<file path="src/rtl/regfile_if.sv">
// Register-file port bundle: two ID read ports, WB write port, ID issue port, debug read port.
// Latency: n/a (signal bundle only).
// Backpressure: none; every qualifier is sampled on each clock edge.
interface regfile_if #(
    parameter int DATA_W = 32,
    parameter int ADDR_W = 5
);
    logic [ADDR_W-1:0] raddr1_i;
    logic [DATA_W-1:0] rdata1_o;
    logic [ADDR_W-1:0] raddr2_i;
    logic [DATA_W-1:0] rdata2_o;
    logic              we_i;
    logic [ADDR_W-1:0] waddr_i;
    logic [DATA_W-1:0] wdata_i;
    logic              issue_we_i;
    logic [ADDR_W-1:0] issue_dest_i;
    logic              busy1_o;
    logic              busy2_o;
    logic              sb_err_o;
    logic [ADDR_W-1:0] dbg_addr_i;
    logic [DATA_W-1:0] dbg_data_o;

    // Pipeline side (ID/WB/debugger) drives indices and write data.
    modport master (
        output raddr1_i, raddr2_i, we_i, waddr_i, wdata_i,
        output issue_we_i, issue_dest_i, dbg_addr_i,
        input  rdata1_o, rdata2_o, busy1_o, busy2_o, sb_err_o, dbg_data_o
    );

    // Register file side.
    modport slave (
        input  raddr1_i, raddr2_i, we_i, waddr_i, wdata_i,
        input  issue_we_i, issue_dest_i, dbg_addr_i,
        output rdata1_o, rdata2_o, busy1_o, busy2_o, sb_err_o, dbg_data_o
    );
endinterface

</file>
<file path="src/rtl/regfile.sv">
// GPR file with per-register pending write-back scoreboard; optional write-through via REGFILE_BYPASS_EN.
// Latency: reads/busy combinational (0 cycles); writes and scoreboard updates land on the rising edge.
// Backpressure: none; we_i/issue_we_i are single-cycle qualifiers sampled every edge, overflow/underflow sets sticky sb_err_o.
module regfile #(
    parameter int DATA_W = 32,
    parameter int ADDR_W = 5
) (
    input  logic      clk,
    input  logic      resetn,
    regfile_if.slave  rf
);
    localparam int DEPTH = 1 << ADDR_W;

    logic [DATA_W-1:0] regs    [DEPTH];
    logic [1:0]        cnt     [DEPTH];
    logic [1:0]        cnt_nxt [DEPTH];
    logic [DEPTH-1:0]  inc_vec;
    logic [DEPTH-1:0]  dec_vec;
    logic              err_set;
    logic              sb_err_q;

    // Architectural storage; index 0 is never written so it stays at its reset value of 0.
    always_ff @(posedge clk or negedge resetn) begin
        if (!resetn) begin
            for (int i = 0; i < DEPTH; i++) begin
                regs[i] <= '0;
            end
        end else if (rf.we_i && (rf.waddr_i != '0)) begin
            regs[rf.waddr_i] <= rf.wdata_i;
        end
    end

    // One-hot issue (increment) and write-back (decrement) requests; register 0 is never tracked.
    always_comb begin
        inc_vec = '0;
        dec_vec = '0;
        if (rf.issue_we_i) begin
            inc_vec[rf.issue_dest_i] = 1'b1;
        end
        if (rf.we_i) begin
            dec_vec[rf.waddr_i] = 1'b1;
        end
        inc_vec[0] = 1'b0;
        dec_vec[0] = 1'b0;
    end

    // Next pending counts: saturate at 3 on issue and at 0 on write-back, flagging either as an error.
    always_comb begin
        err_set = 1'b0;
        for (int r = 0; r < DEPTH; r++) begin
            cnt_nxt[r] = cnt[r];
            if (inc_vec[r] && !dec_vec[r]) begin
                if (cnt[r] == 2'd3) begin
                    err_set = 1'b1;
                end else begin
                    cnt_nxt[r] = cnt[r] + 2'd1;
                end
            end else if (dec_vec[r] && !inc_vec[r]) begin
                if (cnt[r] == 2'd0) begin
                    err_set = 1'b1;
                end else begin
                    cnt_nxt[r] = cnt[r] - 2'd1;
                end
            end
        end
    end

    // Scoreboard counters and the sticky error flag.
    always_ff @(posedge clk or negedge resetn) begin
        if (!resetn) begin
            for (int i = 0; i < DEPTH; i++) begin
                cnt[i] <= 2'd0;
            end
            sb_err_q <= 1'b0;
        end else begin
            for (int i = 0; i < DEPTH; i++) begin
                cnt[i] <= cnt_nxt[i];
            end
            sb_err_q <= sb_err_q | err_set;
        end
    end

`ifdef REGFILE_BYPASS_EN
    logic wr_hit1;
    logic wr_hit2;

    // Operand reads with same-cycle write-through; a write-back retiring the last pending write clears busy early.
    always_comb begin
        wr_hit1 = resetn && rf.we_i && (rf.waddr_i != '0) && (rf.waddr_i == rf.raddr1_i);
        wr_hit2 = resetn && rf.we_i && (rf.waddr_i != '0) && (rf.waddr_i == rf.raddr2_i);
        rf.rdata1_o = (rf.raddr1_i == '0) ? '0 : regs[rf.raddr1_i];
        rf.rdata2_o = (rf.raddr2_i == '0) ? '0 : regs[rf.raddr2_i];
        if (wr_hit1) begin
            rf.rdata1_o = rf.wdata_i;
        end
        if (wr_hit2) begin
            rf.rdata2_o = rf.wdata_i;
        end
        rf.busy1_o = (cnt[rf.raddr1_i] != 2'd0) && !(wr_hit1 && (cnt[rf.raddr1_i] == 2'd1));
        rf.busy2_o = (cnt[rf.raddr2_i] != 2'd0) && !(wr_hit2 && (cnt[rf.raddr2_i] == 2'd1));
    end
`else
    // Operand reads from stored contents only; busy reflects the counters alone.
    always_comb begin
        rf.rdata1_o = (rf.raddr1_i == '0) ? '0 : regs[rf.raddr1_i];
        rf.rdata2_o = (rf.raddr2_i == '0) ? '0 : regs[rf.raddr2_i];
        rf.busy1_o  = (cnt[rf.raddr1_i] != 2'd0);
        rf.busy2_o  = (cnt[rf.raddr2_i] != 2'd0);
    end
`endif

    // Debug port always shows committed state, never the in-flight write.
    always_comb begin
        rf.dbg_data_o = (rf.dbg_addr_i == '0) ? '0 : regs[rf.dbg_addr_i];
        rf.sb_err_o   = sb_err_q;
    end
endmodule

</file>
<file path="src/flat_wrapper.sv">
// flat-port wrapper written by rule: the top's interface ports become plain ports
module regfile_flat 
#(
    parameter int DATA_W = 32,
    parameter int ADDR_W = 5
)
  (clk, resetn, rf_raddr1_i, rf_raddr2_i, rf_we_i, rf_waddr_i, rf_wdata_i, rf_issue_we_i, rf_issue_dest_i, rf_dbg_addr_i, rf_rdata1_o, rf_rdata2_o, rf_busy1_o, rf_busy2_o, rf_sb_err_o, rf_dbg_data_o);
  regfile_if #(.DATA_W(DATA_W), .ADDR_W(ADDR_W)) rf_i ();
  input  logic clk;
  input  logic resetn;
  input wire logic [$bits(rf_i.raddr1_i)-1:0] rf_raddr1_i;
  input wire logic [$bits(rf_i.raddr2_i)-1:0] rf_raddr2_i;
  input wire logic [$bits(rf_i.we_i)-1:0] rf_we_i;
  input wire logic [$bits(rf_i.waddr_i)-1:0] rf_waddr_i;
  input wire logic [$bits(rf_i.wdata_i)-1:0] rf_wdata_i;
  input wire logic [$bits(rf_i.issue_we_i)-1:0] rf_issue_we_i;
  input wire logic [$bits(rf_i.issue_dest_i)-1:0] rf_issue_dest_i;
  input wire logic [$bits(rf_i.dbg_addr_i)-1:0] rf_dbg_addr_i;
  output wire logic [$bits(rf_i.rdata1_o)-1:0] rf_rdata1_o;
  output wire logic [$bits(rf_i.rdata2_o)-1:0] rf_rdata2_o;
  output wire logic [$bits(rf_i.busy1_o)-1:0] rf_busy1_o;
  output wire logic [$bits(rf_i.busy2_o)-1:0] rf_busy2_o;
  output wire logic [$bits(rf_i.sb_err_o)-1:0] rf_sb_err_o;
  output wire logic [$bits(rf_i.dbg_data_o)-1:0] rf_dbg_data_o;
  assign rf_i.raddr1_i = rf_raddr1_i;
  assign rf_i.raddr2_i = rf_raddr2_i;
  assign rf_i.we_i = rf_we_i;
  assign rf_i.waddr_i = rf_waddr_i;
  assign rf_i.wdata_i = rf_wdata_i;
  assign rf_i.issue_we_i = rf_issue_we_i;
  assign rf_i.issue_dest_i = rf_issue_dest_i;
  assign rf_i.dbg_addr_i = rf_dbg_addr_i;
  assign rf_rdata1_o = rf_i.rdata1_o;
  assign rf_rdata2_o = rf_i.rdata2_o;
  assign rf_busy1_o = rf_i.busy1_o;
  assign rf_busy2_o = rf_i.busy2_o;
  assign rf_sb_err_o = rf_i.sb_err_o;
  assign rf_dbg_data_o = rf_i.dbg_data_o;
  regfile #(.DATA_W(DATA_W), .ADDR_W(ADDR_W)) u_core (.clk(clk), .resetn(resetn), .rf(rf_i));
endmodule
</file>
<file path="config.mk">
export PLATFORM = sky130hd
export DESIGN_NAME = regfile_flat
export DESIGN_NICKNAME = d
export VERILOG_FILES = /design/src/rtl/regfile_if.sv /design/src/rtl/regfile.sv /design/src/flat_wrapper.sv
export SDC_FILE = /design/constraint.sdc
export NUM_CORES = 2
export LEC_CHECK = 0
export ABC_CLOCK_PERIOD_IN_PS = 3150
export CORE_ASPECT_RATIO = 1.5
export CORE_MARGIN = 2
export CORE_UTILIZATION = 57
export DETAILED_ROUTE_END_ITERATION = 12
export PLACE_DENSITY = 0.73
export SLEW_MARGIN = 20
export SYNTH_ARGS = -nofsm -noshare
export SYNTH_HDL_FRONTEND = slang
export SYNTH_SLANG_ARGS = --single-unit
</file>
<file path="constraint.sdc">
create_clock -name clk -period 3.15 [get_ports clk]
set_input_delay 0.63 -clock clk [delete_from_list [all_inputs] [get_ports clk]]
set_output_delay 0.63 -clock clk [all_outputs]
set_load 0.005 [all_outputs]
</file>
# Word level (Yosys, flattened, before mapping)
# Cells that the tools add are included.
# Widths: inputs -> output; s select.
# word_totals
reg_bits	1087
in_bits	61
out_inout_bits	99
wordCells	735
# op_classes
add_sub_neg	62
magnitude_cmp	9
n_eq_ne	93
mux	275
n_bitwise	5
reduce_logical	227
# op_table
op	n
$bwmux 1024	1
$bmux 32 s5	3
$mux 32	12
$mux 2	128
$demux 32 s5	1
$mux 1	126
$reduce_and 3->1	31
$logic_and 1x1->1	66
$reduce_bool 2->1	33
$add 2x1->2 const B	31
$eq 2x2->1 const B	31
$logic_not 1->1	62
$logic_not 2->1	31
$ne 2x1->1 const B	31
$ne 2x2->1 const B	31
$sub 2x1->2 const B	31
$ge 6x6->1 const B	4
$not 5->6	4
$bmux 2 s5	2
$logic_not 5->1	3
$lt 5x6->1 const B	2
$demux 1 s5	2
$ge 5x1->1 const B	2
$lt 6x1->1 const B	1
2 further kinds	2

# Depth between registers and ports, before layout
# depth
ltp_word	100
mapped_depth	8
mapped_depth_nobuf	6

# Worst setup path after synthesis
# No wires, ideal clock.
# synth_path
kind	input-to-output
startpoint	input port rf_dbg_addr_i[0]
endpoint	output port rf_dbg_data_o[30]
arrival_time_ns	2.634
required_ns	2.520
path_slack_ns	-0.114
stages	7
path_buffers	3
path_cell_list	buf_2 > buf_2 > buf_1 > mux4_2 > mux4_2 > mux2i_1 > nor2_1
# synth_between
elab_chain_len	5
word_cells_on_any_way	6
cone_classes	mux: 4; bitwise: 1; reduce/logical: 1
# synth_lines
element	line	rtl
start: declaration	flat_wrapper.sv:18	input wire logic [$bits(rf_i.dbg_addr_i)-1:0] rf_dbg_addr_i;
$not 5->6 (not written as such)	regfile.sv:114	rf.dbg_data_o = (rf.dbg_addr_i == '0) ? '0 : regs[rf.dbg_addr_i];
$bmux 32 s5	regfile.sv:114	
$mux 32 (not written as such) (2 in series)	regfile.sv:114	
$mux 32 *	regfile.sv:114	
end: declaration	flat_wrapper.sv:24	output wire logic [$bits(rf_i.dbg_data_o)-1:0] rf_dbg_data_o;
# Mark *: on every way between the ends. The rest lies on a longest branch, timed or not. The select of a mux whose other input is x is not followed.

# Worst setup path after layout
# layout_path
startpoint	input port rf_raddr2_i[0]
endpoint	output port rf_rdata2_o[6]
# layout_between
elab_chain_len	5
word_cells_on_any_way	6
cone_classes	mux: 4; bitwise: 1; reduce/logical: 1
# layout_lines
element	line	rtl
start: declaration	flat_wrapper.sv:12	input wire logic [$bits(rf_i.raddr2_i)-1:0] rf_raddr2_i;
$not 5->6 (not written as such)	regfile.sv:106	rf.rdata2_o = (rf.raddr2_i == '0) ? '0 : regs[rf.raddr2_i];
$bmux 32 s5	regfile.sv:106	
$mux 32 (not written as such) (2 in series)	regfile.sv:106	
$mux 32 *	regfile.sv:106	
end: declaration	flat_wrapper.sv:20	output wire logic [$bits(rf_i.rdata2_o)-1:0] rf_rdata2_o;
# Marked as above.

==> reports/metrics.cfg <==
[run_status]
status = complete, but fails checks
violations = negative setup slack

[die]
die_h_um = 422
ioPinCount = 160
num_rows = 153
core-area_um2 = 116000
initial_core_util_pct = 57.4
die_x_um = 283
dieArea_um2 = 120000

[power]
peakVddDrop_mv = 0.474
p_leak_nw = 34.7
power.density_nw_per_um2 = 562

[sta]
clock_skew_ps = 36.7
worstMarginPinSlew_ps = 1060
finalHoldViolations = 0
rsz0062_at_grt = yes
slew_viol_final = 0
timing.hold.ws_ps = 404
fin_crit_sh_pct = 110
layout_min_cycle_time_ps = 3460
slew-limit-headroom_pct = 29.0
final.setup.tns_ps = -12330
layout_setup_ws_ps = -312
fmax_mhz = 289
setup_viol = 92

[routing]
wl_per_cell_um = 34.3
vias = 48600
vias_per_cell = 7.28
first_pass_iters = 7
drc_errors = 0
ant_nets = 0
routed_wl_um = 229000
initialDrtViolationCount = 6384

[synth]
synth_flop_cell = dfrtp_1
synth_top_family_by_area = multiplexers
synth_edf_count = 0
ys_types = 62
synth_area_leaders = dfrtp_1, mux4_2, mux2_2
yosysWarnings = 0
netlist_instances = 4479
synth_xor_area_share_pct = 0
muxShareOfSynthArea_pct = 49.7
synth_compound_area_share_pct = 1.61
ys_async_sr_fraction_pct = 100
synth_nets = 4540
seq_area_frac_synth_pct = 40.9
syn_area_per_cell_um2 = 14.9
synthSimpleGateAreaFrac_pct = 4.75
synth_top_area_share_pct = 40.9
synth.largest_area_cell = dfrtp_1
syn_area_um2 = 66500
synth_fa_ha_area_share_pct = 0
ys_ff_latch = 1087

[place]
place_congestion = 0.950
dpl_cell_area_um2 = 74200
dp_hpwl_um = 137000
portBuffers = 159

[cts]
cts_tree = done
insertion_delay_ps = 750
clock_path_buffers = 3
cts_sinks = 1087
root_buffer = clkbuf_16
cts_made_buffers = 105
htreeDepth = 3
path_clk_slew_ps = 60

[setup_path]
crit_buf_inv = 7
critPathMaxStageDelay_ps = 520
critPathTopFamily = multiplexers
cp_common_cell = buf_12
path_cells = buf_16 > buf_12 > buf_12 > buf_12 > buf_16 > mux4_2 > mux4_2 > mux2i_1 > buf_4 > nor2_2 > buf_2
required_ps = 2520
path_class = input pin to output port
slowest_stage = mux4_2
startpoint_type = input pin
cp.arrival_ps = 2830
critPathMaxFanout = 6
endpoint_kind = output port

[global_route]
grt_max_degree = 81
grt_usage_pct = 38.5
grt_first_pass_wirelength_um = 336000
antenna_found_initial = 5
grt_pass1_vias = 50100
gr-total-overflow = 0

[finish]
final_core_util_pct = 70.6
nFillCells = 7295
syn_to_final_growth_pct = 22.9
drive_above_1_share_pct = 60.5
nNetsFinal = 5102
fin_area_um2 = 81800

[min_path]
hold_path.class = input pin to flop

[run]
cap_violations = 0

==> layer usage <==
| metal | track usage [%] | vias up | share of wire [%] |
|---|---|---|---|
| li1 | - | 18700 | - |
| met1 | 49.8 | 25600 | 35 |
| met2 | 58.7 | 3380 | 47 |
| met3 | 8.80 | 886 | 11 |
| met4 | 26.2 | 6 | 7.8 |
| met5 | 0 | - | 0.019 |
==> report_power, final <==
group          switching (W)  internal [W]  total [W]
Clock                0.00580       0.00753     0.0133
Combinational        0.00500       0.00835     0.0134
Sequential           0.00267        0.0166     0.0193
Total                 0.0135        0.0325     0.0460
==> final timing paths <==
check | from | to | slack, ps | cells past startpoint
worst min-delay path | rf_wdata_i[13] | u_core.regs[685] | 400 | 3
worst max register to register | u_core.cnt[13] | u_core.rf.sb_err_o | 1130 | 6
max in group asynchronous | resetn | u_core.regs[575] | 1590 | 3
min in group asynchronous | resetn | u_core.regs[660] | 480 | 2
worst min register to register | u_core.regs[993] | u_core.regs[993] | 420 | 0
worst max-delay path | rf_raddr2_i[0] | rf_rdata2_o[6] | -310 | 11
==> cell families after synthesis <==
group           count (synthesis)
mux                          1970
flops                        1087
simple gates                  741
buf+inv                       516
compound gates                165
==> metrics by stage <==
| stage | setup WS [ps] | std cells | total power, W |
|---|---|---|---|
| 6_report | -312 | 6676 | 0.0460 |
| 5_1_grt | -322 | 6674 | 0.0476 |
| 4_1_cts | -283 | 6644 | 0.0455 |
| 3_5_place_dp | -750 | 6176 | 0.0314 |
| 3_3_place_gp | -741 | 6176 | 0.0309 |
| 2_1_floorplan | -70.6 | 4479 | 0.0269 |
==> layout make-up <==
cell class | count | area, µm² | share of cell area, %
clock inverters | 35 | 429 | 0.525
multi-input cells | 2876 | 38000 | 46.5
inverters | 21 | 78.8 | 0.0964
flip-flops and latches | 1087 | 27200 | 33.3
clock buffers | 154 | 3130 | 3.83
well taps | 1550 | 1940 | 2.37
repair buffers | 950 | 11000 | 13.4
diodes | 3 | 7.51 | 0.00918
==> state kept, by name, summed over array words and instances, names as in the netlist <==
register and flops:
u_core.regs 1024, u_core.rf.sb_err_o 1, u_core.cnt 62
==> worst register-to-register path, delay by kind of cell (launching register included) <==
kind / cells / cell delay (ps)
buf+inv: 1 / 160
flops: 1 / 400
simple gates: 4 / 1220
compound gates: 1 / 100
==> synth_stat cells, types with 3 or more instances <==
master and number:
o21ai_0 38, or2_2 10, clkbuf_1 364, and2_1 5, nor2_1 208, nand4_1 14, mux4_2 976, nand3_1 11
buf_2 74, nand4bb_1 3, and3b_1 5, nor2b_1 3, nand3b_1 3, o22ai_1 17, a211oi_1 20, o32ai_1 5
a32oi_1 5, nand2_1 412, mux2_2 897, and3_1 6, a21oi_1 44, or3b_1 4, mux2i_1 97, buf_1 54
nor3_1 22, nor3b_1 5, dfrtp_1 1087, nor4_1 8, inv_1 21, a32o_1 3, or4_1 5, o211ai_1 12
or3_1 3
==> cell usage in the layout, fill, tap and decap left out, types with 18 or more instances in the layout <==
master	count
mux2i_2	36
clkbuf_8	30
o21ai_0	38
buf_8	21
clkdlybuf4s50_1	44
nor2_1	138
dfrtp_1	1082
a21oi_1	43
nor2_2	34
nand2_1	406
nor3_1	22
buf_6	120
clkbuf_1	18
buf_2	93
inv_1	21
mux4_2	976
buf_12	200
mux2i_1	47
mux2_2	897
clkbuf_16	111
a211oi_1	19
buf_4	421
buf_16	38
nor2_4	37
==> timing repair <==
action | in CTS | in global routing
buffers inserted | 263 | 42
hold endpoints to repair | 28 | 0
pin swaps | 54 | 53
setup endpoints to repair | 98 | 96
cloned | 25 | 5
hold buffers | 1 | 0
gates resized for setup | 640 | 104
Note: power is estimated with default switching activity, not from simulation.
